**src/rtl/add_cla_pipe.sv**
```systemverilog
// Pipelined carry-lookahead adder/subtractor: WIDTH bits split into STAGES segments,
// each built from 4-bit CLA groups, with the inter-segment carry registered.
module add_cla_pipe #(
    parameter int WIDTH  = 32,
    parameter int STAGES = 4
) (
    input  logic             iClk,
    input  logic             iRst,
    input  logic             iValid,
    output logic             oReady,
    input  logic [WIDTH-1:0] iA,
    input  logic [WIDTH-1:0] iB,
    input  logic             iC,
    input  logic             iSub,
    output logic             oValid,
    input  logic             iReady,
    output logic [WIDTH-1:0] oS,
    output logic             oC,
    output logic             oV
);

    // WIDTH must be a multiple of 4*STAGES so every segment holds whole CLA groups.
    localparam int SEG = WIDTH / STAGES;
    localparam int NG  = SEG / 4;

    // Segment adder: returns {carry_out, sum}. Group G/P drive a lookahead across the
    // groups; inside a group the bit carries use the same generate/propagate terms.
    function automatic logic [SEG:0] seg_add(input logic [SEG-1:0] a,
                                             input logic [SEG-1:0] b,
                                             input logic           cin);
        logic [SEG-1:0] g;
        logic [SEG-1:0] p;
        logic [SEG-1:0] s;
        logic [NG:0]    gc;
        logic           c;
        logic           gg;
        logic           gp;
        g     = a & b;
        p     = a | b;
        s     = '0;
        gc    = '0;
        gc[0] = cin;
        for (int j = 0; j < NG; j++) begin
            gg = g[4*j+3]
               | (p[4*j+3] & g[4*j+2])
               | (p[4*j+3] & p[4*j+2] & g[4*j+1])
               | (p[4*j+3] & p[4*j+2] & p[4*j+1] & g[4*j]);
            gp = &p[4*j +: 4];
            gc[j+1] = gg | (gp & gc[j]);
            c = gc[j];
            for (int i = 0; i < 4; i++) begin
                s[4*j+i] = a[4*j+i] ^ b[4*j+i] ^ c;
                c        = g[4*j+i] | (p[4*j+i] & c);
            end
        end
        return {gc[NG], s};
    endfunction

    // d_q[k] holds finished sum segments 0..k in its low bits and the still-unconsumed
    // A bits above them; b_q[k] carries the (possibly inverted) B operand forward.
    logic [WIDTH-1:0]  d_q  [STAGES];
    logic [WIDTH-1:0]  b_q  [STAGES];
    logic [STAGES-1:0] c_q;
    logic [STAGES-1:0] v_q;
    logic              ov_q;

    logic [WIDTH-1:0]  a_in [STAGES];
    logic [WIDTH-1:0]  b_in [STAGES];
    logic [WIDTH-1:0]  d_nx [STAGES];
    logic [SEG:0]      r    [STAGES];
    logic [STAGES-1:0] c_in;
    logic              ov_nx;
    logic              en;

    // Handshake: one global enable en = ~oValid | iReady, exported as oReady. An operation
    // is taken on iValid & oReady, a result leaves on oValid & iReady; when en is low every
    // stage holds, bubbles included.
    assign en     = ~v_q[STAGES-1] | iReady;
    assign oReady = en;

    always_comb begin
        a_in[0] = iA;
        b_in[0] = iSub ? ~iB : iB;
        c_in    = '0;
        c_in[0] = iC;
        for (int k = 1; k < STAGES; k++) begin
            a_in[k] = d_q[k-1];
            b_in[k] = b_q[k-1];
            c_in[k] = c_q[k-1];
        end
        for (int k = 0; k < STAGES; k++) begin
            r[k]    = seg_add(a_in[k][k*SEG +: SEG], b_in[k][k*SEG +: SEG], c_in[k]);
            d_nx[k] = a_in[k];
            d_nx[k][k*SEG +: SEG] = r[k][SEG-1:0];
        end
        // Carry into the MSB recovered as a ^ b ^ s at that bit.
        ov_nx = a_in[STAGES-1][WIDTH-1] ^ b_in[STAGES-1][WIDTH-1]
              ^ d_nx[STAGES-1][WIDTH-1] ^ r[STAGES-1][SEG];
    end

    always_ff @(posedge iClk) begin
        if (iRst) begin
            for (int k = 0; k < STAGES; k++) begin
                d_q[k] <= '0;
                b_q[k] <= '0;
            end
            c_q  <= '0;
            v_q  <= '0;
            ov_q <= 1'b0;
        end else if (en) begin
            for (int k = 0; k < STAGES; k++) begin
                d_q[k] <= d_nx[k];
                b_q[k] <= b_in[k];
                c_q[k] <= r[k][SEG];
            end
            v_q[0] <= iValid;
            for (int k = 1; k < STAGES; k++) begin
                v_q[k] <= v_q[k-1];
            end
            ov_q <= ov_nx;
        end
    end

    assign oValid = v_q[STAGES-1];
    assign oS     = d_q[STAGES-1];
    assign oC     = c_q[STAGES-1];
    assign oV     = ov_q;

endmodule

```
**config.mk**
```make
export PLATFORM = sky130hd
export DESIGN_NAME = add_cla_pipe
export DESIGN_NICKNAME = d
export VERILOG_FILES = /design/src/rtl/add_cla_pipe.sv
export SDC_FILE = /design/constraint.sdc
export NUM_CORES = 1
export LEC_CHECK = 0
export BUFFER_PORTS_ARGS = -buffer_cell sky130_fd_sc_hd__buf_2
export CAP_MARGIN = 0
export CORE_MARGIN = 2
export CORE_UTILIZATION = 55
export CTS_BUF_LIST = sky130_fd_sc_hd__clkbuf_8
export DETAILED_ROUTE_END_ITERATION = 16
export HOLD_SLACK_MARGIN = 0.05
export PLACE_DENSITY = 0.79
export SLEW_MARGIN = 20
export SYNTH_ARGS = -nofsm -noshare
export SYNTH_HDL_FRONTEND = slang
export SYNTH_SLANG_ARGS = --single-unit
```
**constraint.sdc**
```tcl
create_clock -name iClk -period 5.35 [get_ports iClk]
set_input_delay 0.535 -clock iClk [delete_from_list [all_inputs] [get_ports iClk]]
set_output_delay 0.535 -clock iClk [all_outputs]
set_load 0.01 [all_outputs]
```
==> results.ini, run 1 <==
[clocking]
cts_buffer_depth=2
clk_latency_ns=0.45
cts_made_buffers=17
cts_repair_resize_count=0
root_buffer=clkbuf_8
cts_max_level=4
postCtsSetupBuffers=0
postCtsHoldBufs=0
cts_tree=done
cts_sinks=185
path_clk_slew_ns=0.09

[setup_path]
worstSetupStartpointType=input pin
crit_start=iSub
worstRegToRegCells=12
arrival_ns=3.68
cp.required_ns=5.55
end_kind=flip-flop
crit_type=input pin to flip-flop
r2r_slack_ns=1.97
r2r_start=d_q[2][24]$_SDFFCE_PN0P_
r2r-end=oV$_SDFFE_PP0P_
cp_max_fo=32

[synthesis]
syn_nets=853
yosysWarnings=0
synth_area_leader_cell=edfxtp_1
synth_top_area_share_pct=58.3
syn_inst=695
ys_top_cells_by_area=edfxtp_1 (58%), and3_1 (9.4%), ha_1 (8.8%), fa_1 (5.3%), inv_1 (3.3%)
synth_adder_area_share_pct=14.1
syn_area_mm2=0.00906
synth_ff_type=edfxtp_1
muxShareOfSynthArea_pct=0.110
synth_seq_cells=185
synth-simple-area-share_pct=14.0
async_reset_ff_share_pct=0
syn-mean-instance-area_um2=13.0
synthXorXnorAreaFrac_pct=3.87
ys_types=34
synth_compound_area_share_pct=2.24
synth_top_family_by_area=adder cells
ys_seq_area_share_pct=60.3
synth_edf_count=176

[timing]
hold_viol_final=0
whs_ns=0.331
rsz0062_at_grt=no
worstMarginPinSlew_ns=1.03
final.setup.tns_ns=0
clock_skew_ns=0.00951
setup_slack_ns=1.86
slew_viol_final=0
period_minus_slack_ns=3.49
slew_headroom_pct=31.3
period_share_pct=65.1
setup_viol=0
fmaxAchievable_mhz=287

[cells_and_area]
drive_above_1_share_pct=19.1
final_cell_count_no_fill=1014
fin_nets=942
fillers=1251
utilization_pct=63.3
area_delta_synth_final_pct=11.8

[floorplan]
io_pins=106
coreArea_mm2=0.0160
initial_utilization_pct=56.6
die_h_um=132
die_area_mm2=0.0175
rows=46
die_w_um=132

[global_route]
antenna_found_initial=1
grt_pass1_vias=5245
gr-total-overflow=0
grtUsageTotal_pct=17.6
grt_start_max_net_pins=144
grt_pass1_wl_um=24200

[power_and_ir_drop]
p_leak_nw=4.95
max-vdd-ir-drop_uv=155
pwr_density_cell_mw_per_mm2=287

[routing]
wl_per_cell_um=14.8
via_count=5188
dr.pass1.iters=4
antenna_left=0
totalWireLength_um=15000
post_drt_via_cell_ratio=5.12
route.detailed.drc=0
drtIter0Drc=348

[place]
dp_cells=981
portBuffers=105
dp_slack_ns=1.37
dp_hpwl_um=9790
gp_congestion=0.833

[worst_hold_path]
hold_class=input pin to flip-flop
hp-start=iValid
hold_depth=3
holdPathEnd=v_q[0]$_SDFFE_PP0P_

[status]
status=finished clean

[run]
maxCapViolations=0

## critical path, stage by stage
cell and delay (ns):
buf_2 0.07, buf_4 0.44, xor2_1 0.35, inv_1 0.10, ha_1 0.19, nor2b_1 0.11
o21ai_0 0.12, a31oi_1 0.21, nor2_1 0.08, fa_1 0.42, fa_1 0.44, fa_1 0.42
xor2_1 0.14, nor2_1 0.05
## report_power, final
| group | switching (W) | total (W) | internal [W] |
|---|---|---|---|
| Sequential | 0.0000365 | 0.00173 | 0.00169 |
| Combinational | 0.000149 | 0.000279 | 0.000129 |
| Clock | 0.000485 | 0.000901 | 0.000416 |
## layout make-up
class                      count  area [µm²]  share of cell area, %
antenna                        1        2.50                 0.0247
clock buffer                  17         234                   2.31
clock inverter                15         150                   1.48
inverter                      81         305                   3.01
multi-input combinational    389        3120                   30.8
sequential                   185        5470                   54.0
tap                          216         270                   2.67
timing repair buffer         110         579                   5.72
## worst max path at each step
stage                                           to  cells after the start
after global routing       d_q[0][7]$_SDFFCE_PN0P_                     14
final                      d_q[0][7]$_SDFFCE_PN0P_                     14
after CTS                  d_q[0][7]$_SDFFCE_PN0P_                     14
after detailed placement   d_q[0][7]$_SDFFCE_PN0P_                     14
after global placement     d_q[0][7]$_SDFFCE_PN0P_                     14
after floorplan           b_q[0][10]$_SDFFCE_PN0P_                      4
## synthesized netlist by cell type, drive strengths merged (6+ instances only)
master	number
buf	7
nor2	52
nand2	8
xor2	10
xnor2	30
dfxtp	9
a31oi	6
a21oi	10
edfxtp	176
fa	24
and3	137
nor2b	10
nor3	7
ha	64
o21ai	9
clkbuf	33
inv	81
## routing by layer
| metal | part of all wire [%] | track usage (%) |
|---|---|---|
| met1 | 39 | 19.3 |
| met2 | 55 | 32.5 |
| met3 | 3.6 | 3.65 |
| met4 | 2.1 | 8.30 |
| met5 | 0 | 0 |
## logic make-up (layout without fill, tap and decap cells)
group | Yosys count | after routing
fa+ha+maj | 88 | 88
other cells | 0 | 1
mux | 1 | 1
xor+xnor | 40 | 40
flops | 185 | 185
simple gates | 227 | 227
compound gates | 33 | 33
buf+inv | 121 | 223
## per-stage QoR
step	area (µm²)	total power (W)
after floorplan	9060	0.00195
after global placement	9740	0.00202
after detailed placement	9740	0.00204
after CTS	10100	0.00294
after global routing	10100	0.00303
final	10100	0.00291
## flip-flops by register name (all words and copies together) (netlist names)
name / count
b_q: 48
c_q: 4
v_q: 4
d_q: 128
oV: 1
## placed cells by master, fill, tap and decap left out, drive strengths merged, types with 2 or more instances in the layout
cell type,Yosys,routed
a31oi,6,6
nand2b,3,3
o21ai,9,9
and3,137,137
clkinvlp,0,2
a21oi,10,10
clkbuf,33,17
a211oi,3,3
nor3,7,7
xnor2,30,30
o21bai,3,3
buf,7,110
inv,81,84
nor2,52,52
dfxtp,9,9
bufinv,0,2
nand2,8,8
nor2b,10,10
xor2,10,10
nand3,5,5
edfxtp,176,176
clkinv,0,8
or2,3,3
fa,24,24
ha,64,64
Power figures use the tool's default switching activity.
==> run 2, diff against run 1 <==
Clock period 5.35 ns to 3 ns, I/O delays scaled along.
==> results.ini, run 2 (synthesis results as in run 1) <==
[setup_path]
worstRegToRegCells=12  ; unchanged
cp.required_ns=3.35  ; -2.20 ns
path_buf_inv=0  ; -3
crit_type=flip-flop to flip-flop
worstSetupStartpointType=flip-flop
slowest_stage=edfxtp_1
path_delay_family=adder cells
crit_path_cell_trace=ha_2 > nor2b_4 > nor2_1 > a21oi_1 > or2_4 > fa_2 > fa_2 > fa_2 > and3_4 > nand3_2 > mux2i_1 > a311o_1
slowest_delay_ns=0.43  ; about the same
arrival_ns=3.37  ; -0.31 ns
r2r_slack_ns=-0.03  ; -2.00 ns
cpMostUsedCell=fa_2
end_kind=flip-flop
cp_max_fo=3  ; -91%
crit_cells=12  ; -2

[timing]
clock_skew_ns=0.0106  ; +0.00106 ns
slew_viol_final=0  ; unchanged
fmaxAchievable_mhz=331
worstMarginPinSlew_ns=0.576  ; -0.455 ns
rsz0062_at_grt=yes
setup_slack_ns=-0.0255  ; -1.89 ns
period_minus_slack_ns=3.03
hold_viol_final=0  ; unchanged
setup_viol=2  ; +2
period_share_pct=101
slew_headroom_pct=61.6  ; +30 points

[clocking]
cts_made_buffers=17  ; unchanged
cts_buffer_depth=2  ; unchanged
cts_tree=done
path_clk_slew_ns=0.08  ; about the same
postCtsHoldBufs=0  ; unchanged
cts_sinks=185  ; unchanged
cts_max_level=4  ; unchanged
root_buffer=clkbuf_8
clk_latency_ns=0.46  ; about the same

[cells_and_area]
diodes=0  ; -1
area_delta_synth_final_pct=14.8
final_cell_count_no_fill=1035  ; +2.1%
reg_top3=d_q x128, b_q x48
multi_input_area_mm2=0.00321  ; +2.8%
fillers=1199  ; -4.2%
final_area_mm2=0.0104  ; +2.7%
regArea_mm2=0.00547  ; unchanged
final_common_cell=edfxtp_1
final_cell_mix=edfxtp_1 (176), and3_1 (136), buf_2 (105)
largest-register=d_q
largest_register_ffs=128  ; unchanged
fin_nets=966  ; +2.5%
drive_above_1_share_pct=23.2  ; +4.1 points

[global_route]
gr-total-overflow=0  ; unchanged
grtUsageTotal_pct=18.7  ; +1.1 points
grt_pass1_vias=5506  ; +5.0%
grt_pass1_wl_um=25700  ; +6.3%
antenna_found_initial=0  ; -1
grt_start_max_net_pins=100  ; -31%

[place]
gp_congestion=0.839  ; +0.70%
dp_cells=995  ; +1.4%
placed_cell_area_mm2=0.00987  ; +1.4%
dp_hpwl_um=10400  ; +6.0%
portBuffers=105  ; unchanged

[power_and_ir_drop]
p_leak_nw=5.05  ; +2.0%
finalPower_w=0.00530  ; +82%
max-vdd-ir-drop_uv=313  ; +100%
pwr_density_cell_mw_per_mm2=510  ; +77%

[floorplan]
rows=46  ; unchanged
die_area_mm2=0.0175  ; unchanged
initial_utilization_pct=56.6  ; unchanged
io_pins=106  ; unchanged
coreArea_mm2=0.0160  ; unchanged
die_h_um=132  ; unchanged
die_w_um=132  ; unchanged

[worst_hold_path]
hold_depth=3  ; unchanged
hold_class=input pin to flip-flop

[routing]
wl_per_cell_um=15.2  ; +2.7%
route.detailed.drc=0  ; unchanged
totalWireLength_um=15700  ; +4.8%
via_count=5313  ; +2.4%
antenna_left=0  ; unchanged
post_drt_via_cell_ratio=5.13  ; +0.33%
drtIter0Drc=424  ; +22%
dr.pass1.iters=5  ; +1

[status]
violations=setup timing
status=finished with violations

[run]
maxCapViolations=0  ; unchanged

-- run 2: cell count changes in the layout (fill, tap and decap cells not counted), moves of 3 or more --
| cell | change |
|---|---|
| ha_1 | -3 |
| inv_1 | -5 |
| inv_6 | -4 |
| fa_2 | +6 |
| o21ai_0 | -3 |
| buf_4 | +25 |
| clkinv_1 | +4 |
| fa_1 | -6 |
| inv_2 | +4 |
-- run 2: layout make-up --
cell class              count  share of cell area [%]
flip-flops and latches    185                    52.5
multi-input cells         389                    30.9
repair buffers            134                    7.27
inverters                  81                    2.95
well taps                 216                    2.60
clock buffers              17                    2.25
clock inverters            13                    1.54
-- run 2: metal layers --
| metal | part of all wire, % | global-route usage (%) | vias up |
|---|---|---|---|
| li1 | - | - | 2590 |
| met1 | 40 | 21.1 | 2546 |
| met2 | 53 | 33.2 | 142 |
| met3 | 4.3 | 4.27 | 35 |
| met4 | 2.6 | 9.32 | 0 |
| met5 | 0 | 0 | - |
-- run 2: through the flow --
stage	hold slack (ns)	worst slack [ns]	setup TNS (ns)	utilization, %
after floorplan	0.429	0.00150	0	-
after global placement	0.438	0.0112	0	61.7
after detailed placement	0.458	-0.0960	-0.304	61.7
after CTS	0.0754	-0.0621	-0.122	64.6
after global routing	0.0850	-0.127	-0.224	65.0
final	0.103	-0.0255	-0.0277	65.0
-- run 2: power breakdown --
group          internal, W  switching (W)
Sequential         0.00302      0.0000668
Combinational     0.000252       0.000277
Clock             0.000877       0.000807
Total              0.00415        0.00115
-- run 2: final timing paths --
kind / startpoint / to
setup / recovery: b_q[0][89]$_SDFFCE_PN0P_ / oV$_SDFFE_PP0P_
hold / removal: iValid / v_q[0]$_SDFFE_PP0P_
setup reg to reg: b_q[0][89]$_SDFFCE_PN0P_ / oV$_SDFFE_PP0P_
hold reg to reg: v_q[0]$_SDFFE_PP0P_ / v_q[0]$_SDFFE_PP0P_
-- run 2: worst min-delay path: cells and delay by family --
family / cells / cell delay, ns
AOI/OAI and AO/OA: 1 / 0.06
buffers and inverters: 1 / 0.11
and+or+nand+nor: 1 / 0.05
-- run 2: what timing repair did --
item	in CTS	in global routing
gates resized for setup	10	10
pin swaps	10	9
endpoints found under the setup margin	3	6
setup buffers	5	5
